===== src/rtl/digit_scan_if.sv =====
// Scan-controller handshake: start/stop/mask in, decoder select/enable and status out.
interface digit_scan_if;
  logic       start;
  logic       stop;
  logic [3:0] digit_mask;
  logic [1:0] sel;
  logic       en;
  logic       digit_strobe;
  logic       busy;

  modport master (
    output start, stop, digit_mask,
    input  sel, en, digit_strobe, busy
  );

  modport slave (
    input  start, stop, digit_mask,
    output sel, en, digit_strobe, busy
  );
endinterface


===== src/rtl/digit_scan_ctrl.sv =====
// Time-multiplexed 4-position scan controller driving a 2-to-4 decoder (sel/en).
// Optional macro SCAN_BLANK_EN inserts a BLANK_CYCLES enable-low gap between positions.
module digit_scan_ctrl #(
  parameter int DIV          = 4,
  parameter int BLANK_CYCLES = 2
) (
  input  logic         clk,
  input  logic         rst_n,
  digit_scan_if.slave  bus
);

  localparam int CNT_MAX = (DIV > BLANK_CYCLES) ? DIV : BLANK_CYCLES;
  localparam int CNT_W   = (CNT_MAX > 1) ? $clog2(CNT_MAX) : 1;
  localparam logic [CNT_W-1:0] DWELL_LAST = CNT_W'(DIV - 1);

`ifdef SCAN_BLANK_EN
  localparam logic [CNT_W-1:0] BLANK_LAST = CNT_W'(BLANK_CYCLES - 1);
  typedef enum logic [1:0] {IDLE, DWELL, BLANK} state_t;
`else
  typedef enum logic [0:0] {IDLE, DWELL} state_t;
`endif

  state_t           state_q, state_d;
  logic [CNT_W-1:0] cnt_q, cnt_d;
  logic [1:0]       sel_q, sel_d;
  logic             en_q, en_d;
  logic             strobe_q, strobe_d;
  logic             busy_q, busy_d;
  logic             mask_any;

  assign mask_any = |bus.digit_mask;

  // Nearest set mask bit strictly above cur, wrapping; falls back to cur itself.
  function automatic logic [1:0] next_pos(input logic [3:0] mask, input logic [1:0] cur);
    logic [1:0] idx;
    next_pos = cur;
    for (int i = 4; i >= 1; i--) begin
      idx = cur + 2'(i);
      if (mask[idx]) next_pos = idx;
    end
  endfunction

  always_ff @(posedge clk or negedge rst_n) begin
    if (!rst_n) begin
      state_q  <= IDLE;
      cnt_q    <= '0;
      sel_q    <= '0;
      en_q     <= 1'b0;
      strobe_q <= 1'b0;
      busy_q   <= 1'b0;
    end else begin
      state_q  <= state_d;
      cnt_q    <= cnt_d;
      sel_q    <= sel_d;
      en_q     <= en_d;
      strobe_q <= strobe_d;
      busy_q   <= busy_d;
    end
  end

  always_comb begin
    state_d = state_q;
    cnt_d   = cnt_q;
    case (state_q)
      IDLE: begin
        if (bus.start && !bus.stop && mask_any) begin
          state_d = DWELL;
          cnt_d   = '0;
        end
      end
      DWELL: begin
        if (bus.stop) begin
          state_d = IDLE;
          cnt_d   = '0;
        end else if (cnt_q == DWELL_LAST) begin
          cnt_d = '0;
`ifdef SCAN_BLANK_EN
          state_d = BLANK;
`else
          state_d = mask_any ? DWELL : IDLE;
`endif
        end else begin
          cnt_d = cnt_q + CNT_W'(1);
        end
      end
`ifdef SCAN_BLANK_EN
      BLANK: begin
        if (bus.stop) begin
          state_d = IDLE;
          cnt_d   = '0;
        end else if (cnt_q == BLANK_LAST) begin
          state_d = mask_any ? DWELL : IDLE;
          cnt_d   = '0;
        end else begin
          cnt_d = cnt_q + CNT_W'(1);
        end
      end
`endif
      default: begin
        state_d = IDLE;
        cnt_d   = '0;
      end
    endcase
  end

  // A new position begins whenever DWELL is entered from elsewhere or re-entered at its last cycle.
  always_comb begin
    en_d     = (state_d == DWELL);
    busy_d   = (state_d != IDLE);
    strobe_d = (state_d == DWELL) && ((state_q != DWELL) || (cnt_q == DWELL_LAST));
    sel_d    = sel_q;
    if (strobe_d)
      sel_d = next_pos(bus.digit_mask, (state_q == IDLE) ? 2'd3 : sel_q);
  end

  assign bus.sel          = sel_q;
  assign bus.en           = en_q;
  assign bus.digit_strobe = strobe_q;
  assign bus.busy         = busy_q;

endmodule


===== src/flat_wrapper.sv =====
// flat-port wrapper written by rule: the top's interface ports become plain ports
module digit_scan_ctrl_flat 
#(
  parameter int DIV          = 4,
  parameter int BLANK_CYCLES = 2
)
  (clk, rst_n, bus_start, bus_stop, bus_digit_mask, bus_sel, bus_en, bus_digit_strobe, bus_busy);
  digit_scan_if bus_i ();
  input  logic clk;
  input  logic rst_n;
  input wire logic [$bits(bus_i.start)-1:0] bus_start;
  input wire logic [$bits(bus_i.stop)-1:0] bus_stop;
  input wire logic [$bits(bus_i.digit_mask)-1:0] bus_digit_mask;
  output wire logic [$bits(bus_i.sel)-1:0] bus_sel;
  output wire logic [$bits(bus_i.en)-1:0] bus_en;
  output wire logic [$bits(bus_i.digit_strobe)-1:0] bus_digit_strobe;
  output wire logic [$bits(bus_i.busy)-1:0] bus_busy;
  assign bus_i.start = bus_start;
  assign bus_i.stop = bus_stop;
  assign bus_i.digit_mask = bus_digit_mask;
  assign bus_sel = bus_i.sel;
  assign bus_en = bus_i.en;
  assign bus_digit_strobe = bus_i.digit_strobe;
  assign bus_busy = bus_i.busy;
  digit_scan_ctrl #(.DIV(DIV), .BLANK_CYCLES(BLANK_CYCLES)) u_core (.clk(clk), .rst_n(rst_n), .bus(bus_i));
endmodule

===== config.mk =====
export PLATFORM = sky130hd
export DESIGN_NAME = digit_scan_ctrl_flat
export DESIGN_NICKNAME = d
export VERILOG_FILES = /design/src/rtl/digit_scan_if.sv /design/src/rtl/digit_scan_ctrl.sv /design/src/flat_wrapper.sv
export SDC_FILE = /design/constraint.sdc
export NUM_CORES = 1
export LEC_CHECK = 0
export ABC_AREA = 1
export CORE_AREA = 3 3 40 42
export DETAILED_ROUTE_END_ITERATION = 16
export DIE_AREA = 0 0 43 45
export HOLD_SLACK_MARGIN = 0.1
export PLACE_DENSITY = 0.72
export SLEW_MARGIN = 20
export SYNTH_ARGS = -nofsm -noshare
export SYNTH_HDL_FRONTEND = slang
export SYNTH_SLANG_ARGS = --single-unit

===== constraint.sdc =====
create_clock -name clk -period 2.3 [get_ports clk]
set_input_delay 0.69 -clock clk [delete_from_list [all_inputs] [get_ports clk]]
set_output_delay 0.69 -clock clk [all_outputs]
set_load 0.01 [all_outputs]

==> flow_metrics.tcl <==
set metrics [dict create \
    post-cts-setup-buffers 0 \
    portBuffers 12 \
    die_w_um 43 \
    fin_crit_ps 1910 \
    fmax_mhz 522 \
    viasPerCell 4.89 \
    rsz0062_at_grt "no" \
    ios 13 \
    setup_tns_ps 0 \
    regArea_sq_um 150 \
    multiInputGateArea_sq_um 358 \
    worst_pin_slew_ps 272 \
    layout_worst_path_cycle_share 0.833 \
    area_growth_pct 23.4 \
    maxCapViolCount 0 \
    critPathLaunchType "flip-flop" \
    cp_top_family "buffers and inverters" \
    cp_max_fo 5 \
    cts_root_buffer "clkbuf_4" \
    crit_slowest_cell "clkdlybuf4s50_1" \
    antennaDiodeCount 0 \
    syn-cell-area_sq_um 593 \
    final_nets 127 \
    synth_nets 112 \
    core-area_sq_um 1280 \
    fin_util 0.570 \
    ant_nets 0 \
    p_leak_uw 0.000424 \
    path_class "reg2out" \
    postCtsResizedCells 0 \
    avgSynthCellArea_sq_um 5.76 \
    grt_util_all_layers 0.154 \
    synth_area_leaders "nand2_1, dfrtp_1, nand3_1" \
    ys_seq_elements 6 \
    clk_latency_ps 240 \
    cp_data_required_time_ps 1610 \
    cts_hold_buffers 0 \
    slew_violations 0 \
    synth_warnings 0 \
    drive_gt1_frac 0.0948 \
    rrSetupSlack_ps 800 \
    mostFrequentLayoutCell "nand2_1" \
    status "finished, final reports clean" \
    setup_viol 0 \
    worst_ep_arrival_time_ps 1220 \
    grt.overflow.total 0 \
    ys_seq_area_frac 0.253 \
    hold_viol_final 0 \
    final_cell_mix "nand2_1, nand3_1, inv_1, clkdlybuf4s50_1, nor2_1" \
    synth_top_cell_area_share 0.291 \
    max-vdd-ir-drop_mv 0.525 \
    clkTransAtPathRegs_ps 40 \
    yosys.area.top_type "nand2_1" \
    rows 13 \
    power.density_nw_per_um2 783 \
    drt_first_pass_iters 4 \
    grt_first_pass_wirelength_um 2260 \
    cts_num_sinks 6 \
    synth_cells 103 \
    wl_um 1300 \
    cp_cell_sequence "clkdlybuf4s50_1" \
    cts_buffer_depth 2 \
    gp_congestion 0.805 \
    ys_types 16 \
    slowest_delay_ps 570 \
    cts_made_buffers 3 \
    num_vias 641 \
    hpwlAfterDp_um 1040 \
    slew_headroom 0.818 \
    die_h_um 45 \
    hold_path_class "reg2reg" \
    drc 0 \
    cts_tree "done" \
    drtIter0Drc 14 \
    cts_max_level 1 \
    endpoint_kind "primary output" \
    grt_max_degree 13 \
    skew_ps 5.67 \
    dieArea_sq_um 1940 \
    initial_core_util 0.462 \
    n_fill_cell 129 \
    antenna_found_initial 0 \
    wl_per_cell_um 9.90 \
    grt_pass1_vias 570 \
    timing.critical_path.buf_inv 1 \
]
==> synth_stat cells <==
master / count
a21oi_1: 1
a32o_1: 1
buf_4: 1
buf_6: 2
dfrtp_1: 6
ha_1: 1
inv_1: 12
inv_2: 1
inv_4: 1
nand2_1: 46
nand2_2: 3
nand3_1: 17
nor2_1: 8
nor2_2: 1
nor2_4: 1
or2_1: 1
==> logic make-up (layout without fill, tap and decap cells) <==
kind of cell               count (synthesis)  after routing  synth area share
AOI/OAI and AO/OA                          2              2            0.0253
adders and majority gates                  1              1            0.0211
buffers and inverters                     17             30             0.143
DFF                                        6              6             0.253
and+or+nand+nor                           77             77             0.557
==> layout make-up <==
class / instances / area share
Multi-Input combinational cell: 80 / 0.489
Sequential cell: 6 / 0.205
Timing Repair Buffer: 13 / 0.174
Inverter: 14 / 0.0752
Clock buffer: 3 / 0.0308
Tap cell: 15 / 0.0256
==> sequential cells by signal, indices dropped and copies added, names as in the netlist <==
| signal | flops |
|---|---|
| u_core.bus.digit_strobe | 1 |
| u_core.bus.sel | 2 |
| u_core.cnt_q | 2 |
| u_core.state_q | 1 |
==> metrics by stage <==
| step | hold slack [ps] | cell area, sq um | setup WS (ps) | instances | total power, uW |
|---|---|---|---|---|---|
| 2_1_floorplan | 394 | 593 | 842 | 103 | 395 |
| 3_3_place_gp | 466 | 709 | 225 | 128 | 476 |
| 3_5_place_dp | 482 | 709 | 183 | 128 | 481 |
| 4_1_cts | 487 | 732 | 358 | 131 | 585 |
| 5_1_grt | 519 | 732 | 318 | 131 | 632 |
| 6_report | 486 | 732 | 385 | 131 | 573 |
==> final timing paths <==
| path | start | to | depth (start not counted) |
|---|---|---|---|
| worst max-delay path | u_core.bus.sel[0] | bus_sel[0] | 1 |
| min in group asynchronous | rst_n | u_core.state_q | 1 |
| worst min register to register | u_core.cnt_q[0] | u_core.cnt_q[0] | 1 |
| max in group asynchronous | rst_n | u_core.bus.sel[0] | 1 |
| worst min-delay path | u_core.cnt_q[0] | u_core.cnt_q[0] | 1 |
| worst max register to register | u_core.bus.sel[0] | u_core.bus.sel[1] | 12 |
==> power by group <==
| group | switching (uW) | internal [uW] |
|---|---|---|
| clock network | 35.6 | 58.9 |
| logic | 182 | 126 |
| registers | 30.9 | 140 |
| total | 249 | 324 |
==> layer usage <==
layer	routed length, um	share of wire	vias to the layer above	global-route usage
li1	-	-	346	-
met1	581	0.45	281	0.179
met2	670	0.52	14	0.275
met3	46	0.035	0	0.0279
met4	0	0	0	0.0723
met5	0	0	-	0
Power figures use the tool's default switching activity.
